`src/rtl/wb_regfile_pkg.sv`:
```
// wb_regfile_pkg: shared widths, register-zero index and WB control bundle bit positions
package wb_regfile_pkg;
    localparam int DATA_W_DEF      = 32;
    localparam int ADDR_W_DEF      = 5;
    localparam int CNT_W_DEF       = 32;
    localparam int REG_ZERO        = 0;
    localparam int WB_REGWRITE_BIT = 0;
    localparam int WB_MEMTOREG_BIT = 1;
    typedef logic [1:0] wb_ctrl_t;
endpackage

```
`src/rtl/wb_regfile_if.sv`:
```
// wb_regfile_if: MEM/WB writeback bus, ID read ports and forwarding outputs
interface wb_regfile_if
    import wb_regfile_pkg::*;
#(
    parameter int DATA_W = DATA_W_DEF,
    parameter int ADDR_W = ADDR_W_DEF,
    parameter int CNT_W  = CNT_W_DEF
);
    logic              RegWrite_i;
    logic              MemtoReg_i;
    logic [DATA_W-1:0] MemData_i;
    logic [DATA_W-1:0] RegData_i;
    logic [ADDR_W-1:0] RegAddr_i;
    logic [ADDR_W-1:0] RSaddr_i;
    logic [ADDR_W-1:0] RTaddr_i;
    logic [DATA_W-1:0] RSdata_o;
    logic [DATA_W-1:0] RTdata_o;
    logic [DATA_W-1:0] WBData_o;
    logic [ADDR_W-1:0] WBAddr_o;
    logic              WBValid_o;
    logic [CNT_W-1:0]  WBCount_o;
    modport master (
        output RegWrite_i, MemtoReg_i, MemData_i, RegData_i, RegAddr_i, RSaddr_i, RTaddr_i,
        input  RSdata_o, RTdata_o, WBData_o, WBAddr_o, WBValid_o, WBCount_o
    );
    modport slave (
        input  RegWrite_i, MemtoReg_i, MemData_i, RegData_i, RegAddr_i, RSaddr_i, RTaddr_i,
        output RSdata_o, RTdata_o, WBData_o, WBAddr_o, WBValid_o, WBCount_o
    );
endinterface

```
`src/rtl/wb_regfile_core.sv`:
```
// regfile_core: 2R1W register storage with asynchronous clear; index 0 hardwired to zero
module regfile_core
    import wb_regfile_pkg::*;
#(
    parameter int DATA_W = DATA_W_DEF,
    parameter int ADDR_W = ADDR_W_DEF
) (
    input  logic              clk_i,
    input  logic              rst_i,
    input  logic              we_i,
    input  logic [ADDR_W-1:0] waddr_i,
    input  logic [DATA_W-1:0] wdata_i,
    input  logic [ADDR_W-1:0] raddr_a_i,
    input  logic [ADDR_W-1:0] raddr_b_i,
    output logic [DATA_W-1:0] rdata_a_o,
    output logic [DATA_W-1:0] rdata_b_o
);
    localparam int NUM_REGS = 2**ADDR_W;
    localparam logic [ADDR_W-1:0] ZERO = ADDR_W'(REG_ZERO);

    logic [DATA_W-1:0] mem_q [NUM_REGS];
    logic [DATA_W-1:0] mem_d [NUM_REGS];

    always_comb begin
        mem_d = mem_q;
        if (we_i && waddr_i != ZERO) mem_d[waddr_i] = wdata_i;
    end

    always_ff @(posedge clk_i or posedge rst_i) begin
        if (rst_i) mem_q <= '{default: '0};
        else       mem_q <= mem_d;
    end

    assign rdata_a_o = (raddr_a_i == ZERO) ? '0 : mem_q[raddr_a_i];
    assign rdata_b_o = (raddr_b_i == ZERO) ? '0 : mem_q[raddr_b_i];
endmodule

```
`src/rtl/wb_regfile.sv`:
```
// wb_regfile: writeback mux, commit counter and register file; WB_REGFILE_BYPASS_EN makes reads write-first
module wb_regfile
    import wb_regfile_pkg::*;
#(
    parameter int DATA_W = DATA_W_DEF,
    parameter int ADDR_W = ADDR_W_DEF,
    parameter int CNT_W  = CNT_W_DEF
) (
    input  logic         clk_i,
    input  logic         rst_i,
    wb_regfile_if.slave  bus
);
    localparam logic [ADDR_W-1:0] ZERO = ADDR_W'(REG_ZERO);

    wb_ctrl_t          wb_ctrl;
    logic [DATA_W-1:0] wb_data;
    logic              wb_valid;
    logic [DATA_W-1:0] rd_a;
    logic [DATA_W-1:0] rd_b;
    logic [CNT_W-1:0]  cnt_q;
    logic [CNT_W-1:0]  cnt_d;

    always_comb begin
        wb_ctrl                  = '0;
        wb_ctrl[WB_REGWRITE_BIT] = bus.RegWrite_i;
        wb_ctrl[WB_MEMTOREG_BIT] = bus.MemtoReg_i;
        wb_data  = wb_ctrl[WB_MEMTOREG_BIT] ? bus.MemData_i : bus.RegData_i;
        wb_valid = wb_ctrl[WB_REGWRITE_BIT] && (bus.RegAddr_i != ZERO);
        cnt_d    = wb_valid ? cnt_q + CNT_W'(1) : cnt_q;
    end

    always_ff @(posedge clk_i or posedge rst_i) begin
        if (rst_i) cnt_q <= '0;
        else       cnt_q <= cnt_d;
    end

    regfile_core #(.DATA_W(DATA_W), .ADDR_W(ADDR_W)) u_core (
        .clk_i     (clk_i),
        .rst_i     (rst_i),
        .we_i      (wb_valid),
        .waddr_i   (bus.RegAddr_i),
        .wdata_i   (wb_data),
        .raddr_a_i (bus.RSaddr_i),
        .raddr_b_i (bus.RTaddr_i),
        .rdata_a_o (rd_a),
        .rdata_b_o (rd_b)
    );

`ifdef WB_REGFILE_BYPASS_EN
    // reset gates the bypass so reads stay zero while rst_i is held
    assign bus.RSdata_o = (wb_valid && !rst_i && bus.RSaddr_i == bus.RegAddr_i) ? wb_data : rd_a;
    assign bus.RTdata_o = (wb_valid && !rst_i && bus.RTaddr_i == bus.RegAddr_i) ? wb_data : rd_b;
`else
    assign bus.RSdata_o = rd_a;
    assign bus.RTdata_o = rd_b;
`endif
    assign bus.WBData_o  = wb_data;
    assign bus.WBAddr_o  = bus.RegAddr_i;
    assign bus.WBValid_o = wb_valid;
    assign bus.WBCount_o = cnt_q;
endmodule

```
`src/flat_wrapper.sv`:
```
// flat-port wrapper written by rule: the top's interface ports become plain ports
module wb_regfile_flat import wb_regfile_pkg::*;
#(
    parameter int DATA_W = DATA_W_DEF,
    parameter int ADDR_W = ADDR_W_DEF,
    parameter int CNT_W  = CNT_W_DEF
)
  (clk_i, rst_i, bus_RegWrite_i, bus_MemtoReg_i, bus_MemData_i, bus_RegData_i, bus_RegAddr_i, bus_RSaddr_i, bus_RTaddr_i, bus_RSdata_o, bus_RTdata_o, bus_WBData_o, bus_WBAddr_o, bus_WBValid_o, bus_WBCount_o);
  wb_regfile_if #(.DATA_W(DATA_W), .ADDR_W(ADDR_W), .CNT_W(CNT_W)) bus_i ();
  input  logic clk_i;
  input  logic rst_i;
  input wire logic [$bits(bus_i.RegWrite_i)-1:0] bus_RegWrite_i;
  input wire logic [$bits(bus_i.MemtoReg_i)-1:0] bus_MemtoReg_i;
  input wire logic [$bits(bus_i.MemData_i)-1:0] bus_MemData_i;
  input wire logic [$bits(bus_i.RegData_i)-1:0] bus_RegData_i;
  input wire logic [$bits(bus_i.RegAddr_i)-1:0] bus_RegAddr_i;
  input wire logic [$bits(bus_i.RSaddr_i)-1:0] bus_RSaddr_i;
  input wire logic [$bits(bus_i.RTaddr_i)-1:0] bus_RTaddr_i;
  output wire logic [$bits(bus_i.RSdata_o)-1:0] bus_RSdata_o;
  output wire logic [$bits(bus_i.RTdata_o)-1:0] bus_RTdata_o;
  output wire logic [$bits(bus_i.WBData_o)-1:0] bus_WBData_o;
  output wire logic [$bits(bus_i.WBAddr_o)-1:0] bus_WBAddr_o;
  output wire logic [$bits(bus_i.WBValid_o)-1:0] bus_WBValid_o;
  output wire logic [$bits(bus_i.WBCount_o)-1:0] bus_WBCount_o;
  assign bus_i.RegWrite_i = bus_RegWrite_i;
  assign bus_i.MemtoReg_i = bus_MemtoReg_i;
  assign bus_i.MemData_i = bus_MemData_i;
  assign bus_i.RegData_i = bus_RegData_i;
  assign bus_i.RegAddr_i = bus_RegAddr_i;
  assign bus_i.RSaddr_i = bus_RSaddr_i;
  assign bus_i.RTaddr_i = bus_RTaddr_i;
  assign bus_RSdata_o = bus_i.RSdata_o;
  assign bus_RTdata_o = bus_i.RTdata_o;
  assign bus_WBData_o = bus_i.WBData_o;
  assign bus_WBAddr_o = bus_i.WBAddr_o;
  assign bus_WBValid_o = bus_i.WBValid_o;
  assign bus_WBCount_o = bus_i.WBCount_o;
  wb_regfile #(.DATA_W(DATA_W), .ADDR_W(ADDR_W), .CNT_W(CNT_W)) u_core (.clk_i(clk_i), .rst_i(rst_i), .bus(bus_i));
endmodule
```
`config.mk`:
```
export PLATFORM = sky130hd
export DESIGN_NAME = wb_regfile_flat
export DESIGN_NICKNAME = d
export VERILOG_FILES = /design/src/rtl/wb_regfile_pkg.sv /design/src/rtl/wb_regfile_if.sv /design/src/rtl/wb_regfile_core.sv /design/src/rtl/wb_regfile.sv /design/src/flat_wrapper.sv
export SDC_FILE = /design/constraint.sdc
export NUM_CORES = 2
export LEC_CHECK = 0
export CAP_MARGIN = 20
export CELL_PAD_IN_SITES_DETAIL_PLACEMENT = 0
export CELL_PAD_IN_SITES_GLOBAL_PLACEMENT = 1
export CORE_MARGIN = 5
export CORE_UTILIZATION = 45
export CTS_BUF_LIST = sky130_fd_sc_hd__clkbuf_2
export DETAILED_ROUTE_END_ITERATION = 6
export PLACE_DENSITY_LB_ADDON = 0.25
export SYNTH_ARGS = -nofsm -noshare
export SYNTH_HDL_FRONTEND = slang
export SYNTH_SLANG_ARGS = --single-unit
```
`constraint.sdc`:
```
create_clock -name clk_i -period 43 [get_ports clk_i]
set_clock_uncertainty 0.05 [all_clocks]
set_input_delay 8.6 -clock clk_i [delete_from_list [all_inputs] [get_ports clk_i]]
set_output_delay 8.6 -clock clk_i [all_outputs]
set_load 0.05 [all_outputs]
```
After elaboration in Yosys (flattened, before gate mapping)
Index checks and enable logic that the tools add are counted.

storage, ports and cells
  word-level logic and storage cells = 59
  output and inout port bits = 134
  register bits = 1056
  input port bits = 83

cells by class
  muxes and demuxes = 12
  bitwise operators = 3
  reductions and logical operators = 6
  add/sub/neg operators = 1
  $lt $le $gt $ge = 4

operator list
  operator                                                                      count
  1024-bit bitwise mux                                                          1
  32-bit binary-select mux with 5-bit select                                    2
  32-bit two-way mux                                                            8
  32-bit demux with 5-bit select                                                1
  32-bit by 1-bit adder with 32-bit output, second input constant               1
  6-bit greater-or-equal comparator, second input constant                      3
  5-bit inverter with 6-bit output                                              3
  5-bit zero test                                                               2
  6-bit by 1-bit less-than comparator with 1-bit output, second input constant  1
  5-bit nonzero test                                                            1
  1-bit logical AND                                                             3

Depth between registers and ports, before layout
  word-level depth = 6
  mapped depth = 9
  depth with buffers taken out = 5

By module
Synthesis repeated with hierarchy kept, for this count alone.

unflattened totals
  cells, all modules = 3874
  area total of the unflattened synthesis = 56680.6 um^2

modules (own cells, without submodules)
  module        instances  cells each  area an instance (um^2)
  regfile_core  1          3692        54715.0
  wb_regfile    1          182         1965.6

Worst setup path before layout
No wires, ideal clock.

  path type = input-to-output
  start point = in bus_RSaddr_i[0]
  end point = out bus_RSdata_o[11]
  setup slack = 23.068 ns
  data arrival time = 11.282 ns
  data required time = 34.350 ns
  cell stages on the path = 7
  path through = buf_2 or3b_2 clkbuf_1 buf_2 o221ai_1 a221oi_1 nor4_1

between the ends
  cells in the longest elaborated chain, start to end = 5

RTL lines
  what                                                    RTL line               text
  start: declaration                                      flat_wrapper.sv:17     input wire logic [$bits(bus_i.RSaddr_i)-1:0] bus_RSaddr_i;
  5-bit inverter with 6-bit output (implied by the code)  wb_regfile_core.sv:34  assign rdata_a_o = (raddr_a_i == ZERO) ? '0 : mem_q[raddr_a_i];
  32-bit binary-select mux with 5-bit select              wb_regfile_core.sv:34
  32-bit two-way mux (implied by the code) (2 in a row)   wb_regfile_core.sv:34
  32-bit two-way mux (*)                                  wb_regfile_core.sv:34
  end: declaration                                        flat_wrapper.sv:19     output wire logic [$bits(bus_i.RSdata_o)-1:0] bus_RSdata_o;

Mark *: on every way between the ends. The rest lies on a longest branch, timed or not. The select of a mux whose other input is x is not followed.

Worst setup path in the final report
  start point = in bus_RTaddr_i[1]
  end point = out bus_RTdata_o[31]

between the ends
  cells in the longest elaborated chain, start to end = 5

RTL lines
  what                                                    RTL line               text
  start: declaration                                      flat_wrapper.sv:18     input wire logic [$bits(bus_i.RTaddr_i)-1:0] bus_RTaddr_i;
  5-bit inverter with 6-bit output (implied by the code)  wb_regfile_core.sv:35  assign rdata_b_o = (raddr_b_i == ZERO) ? '0 : mem_q[raddr_b_i];
  32-bit binary-select mux with 5-bit select              wb_regfile_core.sv:35
  32-bit two-way mux (implied by the code) (2 in a row)   wb_regfile_core.sv:35
  32-bit two-way mux (*)                                  wb_regfile_core.sv:35
  end: declaration                                        flat_wrapper.sv:20     output wire logic [$bits(bus_i.RTdata_o)-1:0] bus_RTdata_o;

Marked as above.

==> run_results.csv <==
group,metric,value,unit
drt,drt_pre_antenna_iters,6,
floorplan,rows,127,
floorplan,core_area,119000,um^2
floorplan,die_h,356,um
power,pwr_density_cell,46.0,nW/um^2
worst_setup_path,start_kind,"primary input",
drt,drt.antenna.violating_nets,0,
clock_tree,cts-resized-gates,0,
worst_setup_path,r2r-start,"u_core.bus.WBCount_o[8]",
sta,hold_viol,0,
sta,fmax,46.0,MHz
clock_tree,cts_post_setup_buffers_inserted,0,
drt,drc_errors,0,
layout,fill_cells,11069,
clock_tree,clkLatencyLatePin,1.60,ns
drt,routedWlPerCell,27.3,um
global_route,antenna_found_initial,6,
drt,wl,186000,um
place,place_hpwl,102000,um
sta,fin_crit,21.73,ns
logic_synthesis,synth_seq_area_share,49.0,%
global_route,grt.overflow.total,0,
global_route,grt_pass1_vias,41285,
worst_setup_path,endpoint_kind,"output pin",
worst_setup_path,rrSetupSlack,40.97,ns
clock_tree,clockRootBuffer,"clkbuf_2",
clock_tree,clockBufferDepth,4,
power,vdd_ir_drop_max,27.0,uV
drt,num_vias,41335,
place,portBuffers,216,
worst_setup_path,cp_data_arrival_time,13.08,ns
logic_synthesis,yosys_warnings,0,
drt,drt_iter0_markers,4118,
logic_synthesis,synth_cells,4878,
sta,setup_viol,0,
worst_setup_path,cp.required,34.35,ns
drt,vias_per_cell,6.08,
layout,final_nets,5068,
place,place.gp.congestion,0.829,
worst_setup_path,critical_path_class,"in2out",
sta,timing.final.crit_share,50.5,%
global_route,grt_pass1_wl,276000,um
clock_tree,cts_max_level,5,
global_route,grt_max_degree,171,
logic_synthesis,ys.flop_type,"dfrtp_1",
min_path,hold_path.class,"reg2reg",
layout,fin_util,50.0,%
floorplan,start_util,45.1,%
clock_tree,cts_tree,"done",
logic_synthesis,synthesis.nets,4962,
logic_synthesis,synth.avg_cell_area,11.1,um^2
status,status,"completed",
global_route,grt_usage,29.4,%
sta,fin_ws,21.27,ns
sta,final_max_slew_viol_count,0,
worst_setup_path,r2r_cells,5,
clock_tree,clk_pin_slew,0.09,ns
clock_tree,hold_buffers,0,
logic_synthesis,ys_ff_latch,1056,
worst_setup_path,cp-startpoint,"bus_RTaddr_i[1]",
layout,area_growth,10.8,%
power,p_leak,26.2,nW
layout,drive_gt1_share,22.4,%
sta,rsz0062_at_grt,"no",
logic_synthesis,synth_edf_count,0,
floorplan,die-area,127000,um^2
place,dp_slack,21.21,ns
worst_setup_path,r2r_end,"u_core.bus.WBCount_o[31]",
worst_setup_path,critical_path.endpoint,"bus_RTdata_o[31]",
clock_tree,cts_sinks,1056,
floorplan,boundaryPins,217,
sta,slew_headroom,22.7,%
sta,fin_setup_tns,0,ns
worst_setup_path,cp_max_fo,52,
logic_synthesis,synth_cell_types,49,
floorplan,fp.dieW,356,um
sta,hold-worst-slack,0.354,ns
job,maxCapViolations,0,
logic_synthesis,synth_area,53900,um^2
sta,worst_slew_pin_slew,1.16,ns
logic_synthesis,synthArstFlopShare,100,%
clock_tree,cts_buffers,308,
## synth_stat cells, types with 2 or more instances
master | instances | area (um^2)
a22oi_1 | 6 | 45.0
nor2b_1 | 5 | 31.3
o21ai_0 | 608 | 3040
xor2_1 | 14 | 123
o22ai_1 | 32 | 200
inv_1 | 33 | 124
and2_1 | 8 | 50.1
nor4_1 | 4 | 25.0
and4_1 | 4 | 35.0
nor2_1 | 469 | 1760
a22o_1 | 58 | 508
nor3_1 | 36 | 180
mux4_2 | 439 | 9890
and3_1 | 6 | 37.5
o21ai_1 | 3 | 15.0
o221ai_1 | 64 | 561
mux2_2 | 68 | 766
buf_4 | 23 | 173
buf_2 | 88 | 440
nand2b_1 | 4 | 25.0
nor2_2 | 4 | 25.0
buf_1 | 25 | 93.8
a21oi_1 | 419 | 2100
nand2_1 | 640 | 2400
or3_1 | 2 | 12.5
nand4_1 | 8 | 50.1
nand4b_1 | 3 | 26.3
mux2i_1 | 210 | 2100
nand3b_1 | 5 | 37.5
or2_2 | 2 | 12.5
a211o_1 | 29 | 254
a211oi_1 | 29 | 218
clkbuf_1 | 394 | 1480
nor3b_1 | 3 | 22.5
xnor2_1 | 17 | 149
dfrtp_1 | 1056 | 26400
a221oi_1 | 35 | 307
nand3_1 | 14 | 70.1
## per-layer routing
layer	wire length, um	global-route usage [%]	up-vias
met5	0	0	-
met4	4690	8.48	0
met3	17400	8.02	316
met2	83100	44.0	1890
met1	80400	42.4	21069
li1	-	-	18060
## flip-flops by register name, indices dropped and copies added (netlist names)
name,count
u_core.u_core.mem_q,1024
u_core.bus.WBCount_o,32
## power breakdown
part | total [mW] | internal, mW | switching (mW)
Clock | 0.708 | 0.269 | 0.439
Combinational | 0.682 | 0.330 | 0.353
Sequential | 1.36 | 1.19 | 0.163
Total | 2.75 | 1.79 | 0.955
## kinds of logic (layout without fill, tap and decap cells)
family | Yosys count | after routing | share of synthesized area [%]
AOI/OAI and AO/OA | 1286 | 1286 | 13.5
xor gates and xnor gates | 31 | 31 | 0.503
adders and majority gates | 1 | 1 | 0.0232
buffers and inverters | 564 | 862 | 4.30
DFF | 1056 | 1056 | 49.0
muxes | 717 | 717 | 23.7
other | 0 | 6 | 0
and+or+nand+nor | 1223 | 1223 | 9.03
## placed cells by master (no fill, tap or decap), types with 64 or more instances in the layout
| cell | instances |
|---|---|
| dfrtp_1 | 1056 |
| nand2_1 | 624 |
| o21ai_0 | 608 |
| nor2_1 | 460 |
| mux4_2 | 439 |
| clkbuf_2 | 438 |
| a21oi_1 | 419 |
| clkdlybuf4s50_1 | 206 |
| mux2i_1 | 178 |
| buf_4 | 105 |
| mux2_2 | 68 |
| o221ai_1 | 64 |
## final cells by class
class,instances,area (um^2),share of cell area (%)
Inverter,33,131,0.220
Multi-Input combinational cell,3258,25600,42.9
Sequential cell,1056,26400,44.2
Antenna cell,6,15.0,0.0251
Tap cell,1612,2020,3.37
Clock buffer,437,2190,3.66
Clock inverter,65,258,0.431
Timing Repair Buffer,327,3120,5.22
## worst min-delay path by stage
stage / cells after the start / to / slack (ns) / start
6_report: 0 / u_core.u_core.mem_q[1012] / 0.35 / u_core.u_core.mem_q[1012]
5_1_grt: 0 / u_core.u_core.mem_q[1001] / 0.36 / u_core.u_core.mem_q[1001]
4_1_cts: 0 / u_core.u_core.mem_q[1001] / 0.35 / u_core.u_core.mem_q[1001]
3_5_place_dp: 0 / u_core.u_core.mem_q[1001] / 0.33 / u_core.u_core.mem_q[1001]
3_3_place_gp: 0 / u_core.u_core.mem_q[1011] / 0.33 / u_core.u_core.mem_q[1011]
2_1_floorplan: 1 / u_core.u_core.mem_q[1000] / 0.39 / u_core.u_core.mem_q[1000]
## metrics by stage
stage,cell area (um^2),power [mW],std cells
after detailed placement,57200,2.05,6281
final,59800,2.75,6794
after global routing,59800,2.91,6794
after global placement,57200,2.03,6279
after floorplan,53900,1.84,4878
after CTS,59700,2.76,6783
## worst max-delay path, cell delays in order
cell and delay, ns:
buf_8 0.45, buf_4 0.80, buf_4 0.89, mux4_2 0.59
mux2i_1 0.16, nor2_1 0.06, a221oi_1 0.44, a21oi_1 0.23
clkdlybuf4s50_1 0.80
No activity file was read; power rests on OpenSTA's default activity.
